`config.mk`:
```
export PLATFORM = sky130hd
export DESIGN_NAME = exec_unit_mc
export DESIGN_NICKNAME = d
export VERILOG_FILES = /design/src/rtl/exec_unit_mc.sv
export SDC_FILE = /design/constraint.sdc
export NUM_CORES = 2
export LEC_CHECK = 0
export BUFFER_PORTS_ARGS = -buffer_cell sky130_fd_sc_hd__buf_4
export CAP_MARGIN = 0
export CORE_MARGIN = 8
export CORE_UTILIZATION = 34
export DETAILED_ROUTE_END_ITERATION = 6
export PLACE_DENSITY = 0.46
export SKIP_LAST_GASP = 1
export SLEW_MARGIN = 15
export SYNTH_ARGS = -nofsm -noshare
export SYNTH_HDL_FRONTEND = slang
export SYNTH_SLANG_ARGS = --single-unit
```
`constraint.sdc`:
```
create_clock -name clk -period 8.35 [get_ports clk]
set_input_delay 1.67 -clock clk [delete_from_list [all_inputs] [get_ports clk]]
set_output_delay 1.67 -clock clk [all_outputs]
set_load 0.1 [all_outputs]
```
`src/rtl/exec_unit_mc.sv`:
```
// Execute stage: one ALU op per accepted instruction into a registered result/tag/flags output.
// Latency: 1 cycle for single-cycle ops, W_OPR+2 cycles for DIVU/REMU (iterative restoring divider).
// Backpressure: output register holds while v_o & stall_i; stall_o also held high while a divide is in flight.
module exec_unit_mc #(
  parameter int W_OPR   = 32,
  parameter int W_RD    = 4,
  parameter int W_FLAGS = 4
) (
  input  logic               clk,
  input  logic               reset,
  input  logic               flush_i,
  input  logic               v_i,
  output logic               stall_o,
  input  logic [3:0]         op_i,
  input  logic               setf_i,
  input  logic               wben_i,
  input  logic [W_RD-1:0]    wb_r_i,
  input  logic [W_OPR-1:0]   opr0_i,
  input  logic [W_OPR-1:0]   opr1_i,
  input  logic               stall_i,
  output logic               v_o,
  output logic [W_OPR-1:0]   result_o,
  output logic [W_RD-1:0]    wb_r_o,
  output logic               wb_o,
  output logic [W_FLAGS-1:0] flags_o,
  output logic               busy_o
);

  localparam int LW = $clog2(W_OPR);
  localparam logic [LW-1:0] CNT_LAST = LW'(W_OPR - 1);

  typedef enum logic [1:0] {IDLE, RUN, DONE} state_t;

  state_t              state_q, state_d;
  logic [LW-1:0]       cnt_q, cnt_d;
  logic [W_OPR-1:0]    quo_q, quo_d, rem_q, rem_d, dvs_q, dvs_d;
  logic [W_RD-1:0]     dtag_q, dtag_d;
  logic                dwben_q, dwben_d, dsetf_q, dsetf_d, drem_q, drem_d;

  logic                v_q, v_d, wben_q, wben_d;
  logic [W_OPR-1:0]    res_q, res_d;
  logic [W_RD-1:0]     tag_q, tag_d;
  logic [W_FLAGS-1:0]  flags_q, flags_d;

  logic [W_OPR-1:0]    alu_res;
  logic [W_FLAGS-1:0]  alu_flags;
  logic                alu_wr, alu_upd, alu_c, alu_v;
  logic [W_OPR:0]      wide_t;
  logic signed [W_OPR:0] sar_t;

  logic [W_OPR:0]      rem_sh, rem_diff;
  logic [W_OPR-1:0]    div_res;
  logic [W_FLAGS-1:0]  div_flags;
  logic                load, div_in;

  assign load     = ~(v_q & stall_i);
  assign div_in   = v_i & ((op_i == 4'hC) | (op_i == 4'hD));
  assign v_o      = v_q;
  assign result_o = res_q;
  assign wb_r_o   = tag_q;
  assign wb_o     = v_q & wben_q;
  assign flags_o  = flags_q;
  assign busy_o   = (state_q != IDLE);

  // Single-cycle ALU; carry-in for ADC/SBB comes from flags as they stand at issue.
  always_comb begin
    alu_res = '0;
    alu_c   = 1'b0;
    alu_v   = 1'b0;
    alu_wr  = wben_i;
    alu_upd = setf_i;
    wide_t  = '0;
    sar_t   = '0;
    case (op_i)
      4'h0, 4'h1: begin
        wide_t  = {1'b0, opr0_i} + {1'b0, opr1_i} + {{W_OPR{1'b0}}, (op_i == 4'h1) & flags_q[0]};
        alu_res = wide_t[W_OPR-1:0];
        alu_c   = wide_t[W_OPR];
        alu_v   = (opr0_i[W_OPR-1] == opr1_i[W_OPR-1]) && (alu_res[W_OPR-1] != opr0_i[W_OPR-1]);
      end
      4'h2, 4'h3, 4'hA: begin
        wide_t  = {1'b0, opr0_i} - {1'b0, opr1_i} - {{W_OPR{1'b0}}, (op_i == 4'h3) & flags_q[0]};
        alu_res = wide_t[W_OPR-1:0];
        alu_c   = wide_t[W_OPR];
        alu_v   = (opr0_i[W_OPR-1] != opr1_i[W_OPR-1]) && (alu_res[W_OPR-1] != opr0_i[W_OPR-1]);
        if (op_i == 4'hA) alu_wr = 1'b0;
      end
      4'h4: alu_res = opr0_i & opr1_i;
      4'h5: alu_res = opr0_i | opr1_i;
      4'h6: alu_res = opr0_i ^ opr1_i;
      // Shifts carry an extra bit so the last bit shifted out lands in C.
      4'h7: {alu_c, alu_res} = {1'b0, opr0_i} << opr1_i[LW-1:0];
      4'h8: {alu_res, alu_c} = {opr0_i, 1'b0} >> opr1_i[LW-1:0];
      4'h9: begin
        sar_t = $signed({opr0_i, 1'b0}) >>> opr1_i[LW-1:0];
        {alu_res, alu_c} = sar_t;
      end
      4'hB: alu_res = opr0_i * opr1_i;
      default: begin
        alu_wr  = 1'b0;
        alu_upd = 1'b0;
      end
    endcase
    alu_flags    = '0;
    alu_flags[0] = alu_c;
    alu_flags[1] = (alu_res == '0);
    alu_flags[2] = alu_res[W_OPR-1];
    alu_flags[3] = alu_v;
  end

  // Divider datapath: one restoring step; a zero divisor naturally yields all-ones quotient and rem = A.
  always_comb begin
    rem_sh       = {rem_q, quo_q[W_OPR-1]};
    rem_diff     = rem_sh - {1'b0, dvs_q};
    div_res      = drem_q ? rem_q : quo_q;
    div_flags    = '0;
    div_flags[1] = (div_res == '0);
    div_flags[2] = div_res[W_OPR-1];
    div_flags[3] = (dvs_q == '0);
  end

  // Next-state for divider FSM and output register, plus upstream stall.
  always_comb begin
    state_d = state_q;
    cnt_d   = cnt_q;
    quo_d   = quo_q;
    rem_d   = rem_q;
    dvs_d   = dvs_q;
    dtag_d  = dtag_q;
    dwben_d = dwben_q;
    dsetf_d = dsetf_q;
    drem_d  = drem_q;
    v_d     = v_q;
    res_d   = res_q;
    tag_d   = tag_q;
    wben_d  = wben_q;
    flags_d = flags_q;
    stall_o = v_q & stall_i;
    case (state_q)
      IDLE: begin
        if (div_in) begin
          stall_o = 1'b1;
          quo_d   = opr0_i;
          rem_d   = '0;
          dvs_d   = opr1_i;
          dtag_d  = wb_r_i;
          dwben_d = wben_i;
          dsetf_d = setf_i;
          drem_d  = (op_i == 4'hD);
          cnt_d   = '0;
          state_d = RUN;
          if (load) v_d = 1'b0;
        end else if (load) begin
          v_d = v_i;
          if (v_i) begin
            res_d  = alu_res;
            tag_d  = wb_r_i;
            wben_d = alu_wr;
            if (alu_upd) flags_d = alu_flags;
          end
        end
      end
      RUN: begin
        stall_o = 1'b1;
        if (!rem_diff[W_OPR]) begin
          rem_d = rem_diff[W_OPR-1:0];
          quo_d = {quo_q[W_OPR-2:0], 1'b1};
        end else begin
          rem_d = rem_sh[W_OPR-1:0];
          quo_d = {quo_q[W_OPR-2:0], 1'b0};
        end
        cnt_d = cnt_q + 1'b1;
        if (cnt_q == CNT_LAST) state_d = DONE;
        if (load) v_d = 1'b0;
      end
      DONE: begin
        if (load) begin
          v_d     = 1'b1;
          res_d   = div_res;
          tag_d   = dtag_q;
          wben_d  = dwben_q;
          if (dsetf_q) flags_d = div_flags;
          state_d = IDLE;
        end
      end
      default: state_d = IDLE;
    endcase
    // Flush kills the output and any divide but leaves architectural flags alone.
    if (flush_i) begin
      v_d     = 1'b0;
      wben_d  = 1'b0;
      flags_d = flags_q;
      state_d = IDLE;
      cnt_d   = '0;
    end
  end

  // State registers with asynchronous active-low reset.
  always_ff @(posedge clk or negedge reset) begin
    if (!reset) begin
      state_q <= IDLE;
      cnt_q   <= '0;
      quo_q   <= '0;
      rem_q   <= '0;
      dvs_q   <= '0;
      dtag_q  <= '0;
      dwben_q <= 1'b0;
      dsetf_q <= 1'b0;
      drem_q  <= 1'b0;
      v_q     <= 1'b0;
      res_q   <= '0;
      tag_q   <= '0;
      wben_q  <= 1'b0;
      flags_q <= '0;
    end else begin
      state_q <= state_d;
      cnt_q   <= cnt_d;
      quo_q   <= quo_d;
      rem_q   <= rem_d;
      dvs_q   <= dvs_d;
      dtag_q  <= dtag_d;
      dwben_q <= dwben_d;
      dsetf_q <= dsetf_d;
      drem_q  <= drem_d;
      v_q     <= v_d;
      res_q   <= res_d;
      tag_q   <= tag_d;
      wben_q  <= wben_d;
      flags_q <= flags_d;
    end
  end

endmodule

```
# Word level (Yosys, flattened, before mapping)
# Index checks and enable logic that the tools add are counted.
# W data, S select, Z words.
# word_totals
ff_bits	152
in_bits	79
out_inout_bits	44
wordCells	145
# classes
add_sub_neg	6
mul	1
eq_ne	34
n_shift	3
n_mux	52
bitwise	10
n_reduce_logical	25
# ops
cell	count
$pmux W32 S9	1
$mux W32	8
$pmux W32 S2	3
$logic_not A32 Y1	3
$mux W4	10
$add A32 B32 Y33	1
$add A33 B1 Y33	1
$shl A32 B5 Y33	1
$shr A33 B5 Y33	1
$sshr A33 B5 Y33	1
$sub A32 B32 Y33	1
$sub A33 B1 Y33	1
$sub A33 B32 Y33	1
$and A32 B32 Y32	1
$mul A32 B32 Y32	1
$or A32 B32 Y32	1
$xor A32 B32 Y32	1
$eq A4 B4 Y1 const B	6
$ne A3 B3 Y1 const B	6
$eq A4 B3 Y1 const B	4
$pmux W4 S2	2
$mux W1	14
$ne A2 B2 Y1 const B	7
$reduce_or A12 Y1	1
other kinds (32)	54

# Longest topological paths before layout
# logic_depth
depth_word	11
depth_mapped	34
ltp_nobuf	29

# Worst setup path after synthesis
# No wires, ideal clock.
# synth_timing
path_type	in2reg
startpoint	in opr1_i[2]
endpoint	reg flags_q[2], in the netlist flags_o[2]
setup_ns	0.126
arrival_ns	9.849
required_ns	8.224
path_slack_ns	-1.624
path_stages	33
n_path_buf	6
cell_sequence	clkbuf_1 inv_2 buf_1 clkbuf_1 clkbuf_1 buf_1 nor2_1 fa_1 inv_1 fa_1 fa_1 fa_1 inv_1 fa_1 inv_1 fa_1 inv_1 fa_1 fa_1 ha_1 clkbuf_1 a21o_1 a31o_2 o21a_1 nand3_1 o211ai_1 a41oi_1 o21ai_0 xnor2_1 a221oi_1 nor2b_1 o21ai_1 mux2_2
# synth_via
elab_chain_cells	8
elab_cells_between_ends	14
cone_classes	add/sub (4); mul (1); shift (3); mux (6)
# synth_rtl
element	line_no	text
from (decl)	19	input logic [W_OPR-1:0] opr1_i,
parallel branches: the longest is 2 deep, another holds $mul A32 B32 Y32	-	
$pmux W32 S9 (*)	74	case (op_i)
$mux W4 (*)	159	if (alu_upd) flags_d = alu_flags;
$mux W4 (*)	155	if (v_i) begin
$mux W4 (*)	153	end else if (load) begin
$mux W4 (*)	141	if (div_in) begin
$pmux W4 S2 (*)	139	case (state_q)
to (signal assigned)	229	flags_q <= flags_d;
to (decl)	43	logic [W_FLAGS-1:0] flags_q, flags_d;
# Every way passes the cells marked *. The select of a mux whose other input is x is not followed.
# A chain may end at the register's enable or synchronous reset.

# Worst setup path after layout
# layout_timing
startpoint	in opr1_i[18]
endpoint	reg flags_q[1], in the netlist flags_o[1]
# layout_via
elab_chain_cells	9
elab_cells_between_ends	15
cone_classes	add/sub (4); mul (1); mux (6); bitwise (3); reduce/logical (1)
# layout_rtl
element	line_no	text
parallel branches: the longest is 2 deep, another holds $mul A32 B32 Y32	-	
$pmux W32 S9 (*)	74	
$logic_not A32 Y1 (*)	106	alu_flags[1] = (alu_res == '0);
$mux W4 (*)	159	
$mux W4 (*)	155	
$mux W4 (*)	153	
$mux W4 (*)	141	
$pmux W4 S2 (*)	139	
# Marks and branches as above.

==> summary.md <==
| Metric | Value |
|---|---|
| Clk buf depth | 2 |
| Max FO, Critical Path | 5 |
| Latest clock arrival within the worst-skew pair | 0.46 ns |
| Initial antenna violation count | 4 |
| RSZ-0062 raised after global routing | true |
| Clock edge transition at the registers on the reported setup and hold paths | 0.09 ns |
| Mapped Nets | 4946 |
| Worst hold start | result_o[7] |
| DRC | 0 |
| Worst hold path class | flop to flop |
| Final hold viol count | 0 |
| Layout Utilization | 42.53% |
| Most common cell in the netlist | nand2_1 |
| Chip width | 331.1 um |
| Critical Path Start Type | primary input |
| Hold path endpoint | result_o[7] |
| Setup tns final | -1.047 ns |
| WP data required | 8.74 ns |
| Synth unique cells | 93 |
| CTS tree | done |
| Worst relative slew slack | 22.54% |
| HPWL after DPL | 138600 um |
| Worst Path Arrival | 9.01 ns |
| Sinks on Clock Net | 152 |
| Most frequent cells after synthesis | nand2_1 (533), inv_1 (526), nor2_1 (493) |
| Root buf cell | clkbuf_16 |
| Syn_area_per_cell | 8.103 um2 |
| Die height | 331.1 um |
| H-tree depth | 4 |
| Vias | 33303 |
| I/O Pins | 123 |
| Post-Syn Area | 33760 um2 |
| Setup slack after layout | -0.2756 ns |
| CP most frequent cell | fa_1 |
| Hold depth | 2 |
| Critical path's top delay family | adder cells |
| Initial drt markers | 3543 |
| Post-synth EDFFs | 0 |
| Worst Tran Pin Value | 1.146 ns |
| Final GP Congestion | 1.011 |
| Max Clk Rate | 115.9 MHz |
| R2R Path Start | flags_o[0] |
| Synth Flop Type | dfrtp_1 |
| # fillers | 10211 |
| CTS buffer count | 17 |
| Largest net degree at the start of global routing | 97 |
| Drt first pass iters | 6 |
| Total track usage | 30.56% |
| Nets@finish | 5389 |
| Critical path class | primary input to flop |
| Yosys top cell by area | fa_1 |
| Mapped Cells | 4166 |
| Global route overflow | 0 |
| Global-route wire length before repair | 243700 um |
| Via count of the first global-routing pass | 33374 |
| Core area | 98420 um2 |
| Via/cell ratio | 5.635 |
| DR WL/cell | 28.77 um |
| Worst path buffer plus inverter count | 8 |
| Final period util | 103.3% |
| Slew Limit Fails | 0 |
| Synthesis-stage register bit count | 152 |
| Rows | 115 |
| Port bufs | 122 |
| CP Capture Type | flop |
| Synth top area share | 24.49% |
| Maxcap violations | 0 |
| Fin crit period | 8.626 ns |
| Failing checks | negative setup slack |
| Die ar. | 109600 um2 |
| Ranking of synthesized cells by area | fa_1 (24%), dfrtp_1 (11%), ha_1 (11%) |
| Worst r2r dst | flags_o[1] |
| Clock Skews | 0.02855 ns |
| Starting Density | 34.30% |
| Share of layout cells above drive strength 1 | 22.63% |
| ANT nets after route | 0 |
| Ys Warns | 0 |
| Worst R2R Setup Slack | 2.89 ns |
| Slowest cell delay on critical path | 0.58 ns |
| Outcome | complete, but fails checks |
| P&R area growth vs syn | 23.99% |
| Register area share after synthesis | 11.27% |
| Final WL | 170000 um |
| Critical path's slowest cell | fa_1 |
| Ys async rst share | 100.0% |
| Final setup violation count | 6 |
| Hold buffers post-CTS | 0 |
| Cells on worst reg2reg path | 19 |
final cells by class:
cell class	instances	area [um2]	area share [%]
multi-input cells	3221	27960	66.80
repair buffers	670	5685	13.58
flip-flops and latches	152	3804	9.088
inverters	546	2157	5.154
well taps	1287	1610	3.847
clock buffers	20	466.7	1.115
clock inverters	12	161.4	0.3856
repair inverters	1	8.758	0.02093
diodes	1	2.502	0.005979
worst register-to-register path: cells and delay by family, from the launching register on:
family | cells | cell delay [ns]
buffers and inverters | 2 | 0.28
adders and majority gates | 3 | 1.14
AOI/OAI and AO/OA | 8 | 2.27
and+or+nand+nor | 6 | 1.10
DFF | 1 | 0.61
registers in the layout (all words and copies together) (netlist names):
name and count:
wb_r_o 4, wben_q 1, dtag_q 4, rem_q 32, dvs_q 32, quo_q 32
flags_o 4, drem_q 1, cnt_q 5, state_q 2, dwben_q 1, result_o 32
v_o 1, dsetf_q 1
cells by family after synthesis:
| family | Yosys count | synth area share, % |
|---|---|---|
| simple gates | 1359 | 17.50 |
| compound gates | 803 | 15.19 |
| buf+inv | 793 | 8.974 |
| fa+ha+maj | 701 | 35.17 |
| mux | 220 | 8.318 |
| flops | 152 | 11.27 |
| xor+xnor | 138 | 3.581 |
metal layers:
metal	routed length (um)	part of all wire, %	vias to the layer above	GRT usage (%)
li1	-	-	14766	-
met1	74460	44	16547	42.46
met2	72880	43	1609	46.87
met3	13220	7.8	377	4.861
met4	9429	5.5	4	13.21
met5	30	0.018	-	0
metrics by stage:
stage | hold slack, ns | cells | worst slack, ns | cell area, um2
floorplan | 0.4498 | 4166 | -0.6217 | 33990
global placement | 0.4645 | 5797 | -1.022 | 39190
detailed placement | 0.4717 | 5797 | -1.199 | 39190
CTS | 0.4871 | 5872 | -0.4648 | 40730
global route | 0.5011 | 5909 | -0.5285 | 41850
finish | 0.4837 | 5910 | -0.2756 | 41850
worst max-delay path by stage:
| stage | startpoint | to | slack (ns) | cells after the start |
|---|---|---|---|---|
| global route | opr0_i[4] | flags_o[1] | -0.53 | 31 |
| CTS | opr1_i[2] | flags_o[1] | -0.46 | 29 |
| floorplan | opr1_i[2] | flags_o[2] | -0.62 | 33 |
| finish | opr1_i[18] | flags_o[1] | -0.28 | 29 |
| detailed placement | opr1_i[11] | flags_o[1] | -1.20 | 28 |
| global placement | opr0_i[17] | flags_o[1] | -1.02 | 29 |
what timing repair did:
item | CTS | global route
gates resized for setup | 165 | 239
endpoints found under the setup margin | 15 | 17
setup buffers | 44 | 42
pin swaps | 59 | 125
cloned | 0 | 1
cell usage in the layout (no fill, tap or decap), types with 33 or more instances in the layout:
cell type	n
a21oi_1	170
o21ai_0	217
xnor2_1	97
a21o_1	39
fa_2	38
nor2_1	448
buf_6	58
nand2_1	528
inv_1	481
buf_4	571
ha_1	271
mux2i_1	138
mux4_2	42
fa_1	375
nor3_1	57
nand3_1	52
nor2_2	34
a211oi_1	40
xor2_1	33
dfrtp_1	152
inv_2	33
Power is left out: the tool's default activity adds up to more than one toggle a clock period on the data nets, which glitch-free logic cannot reach.
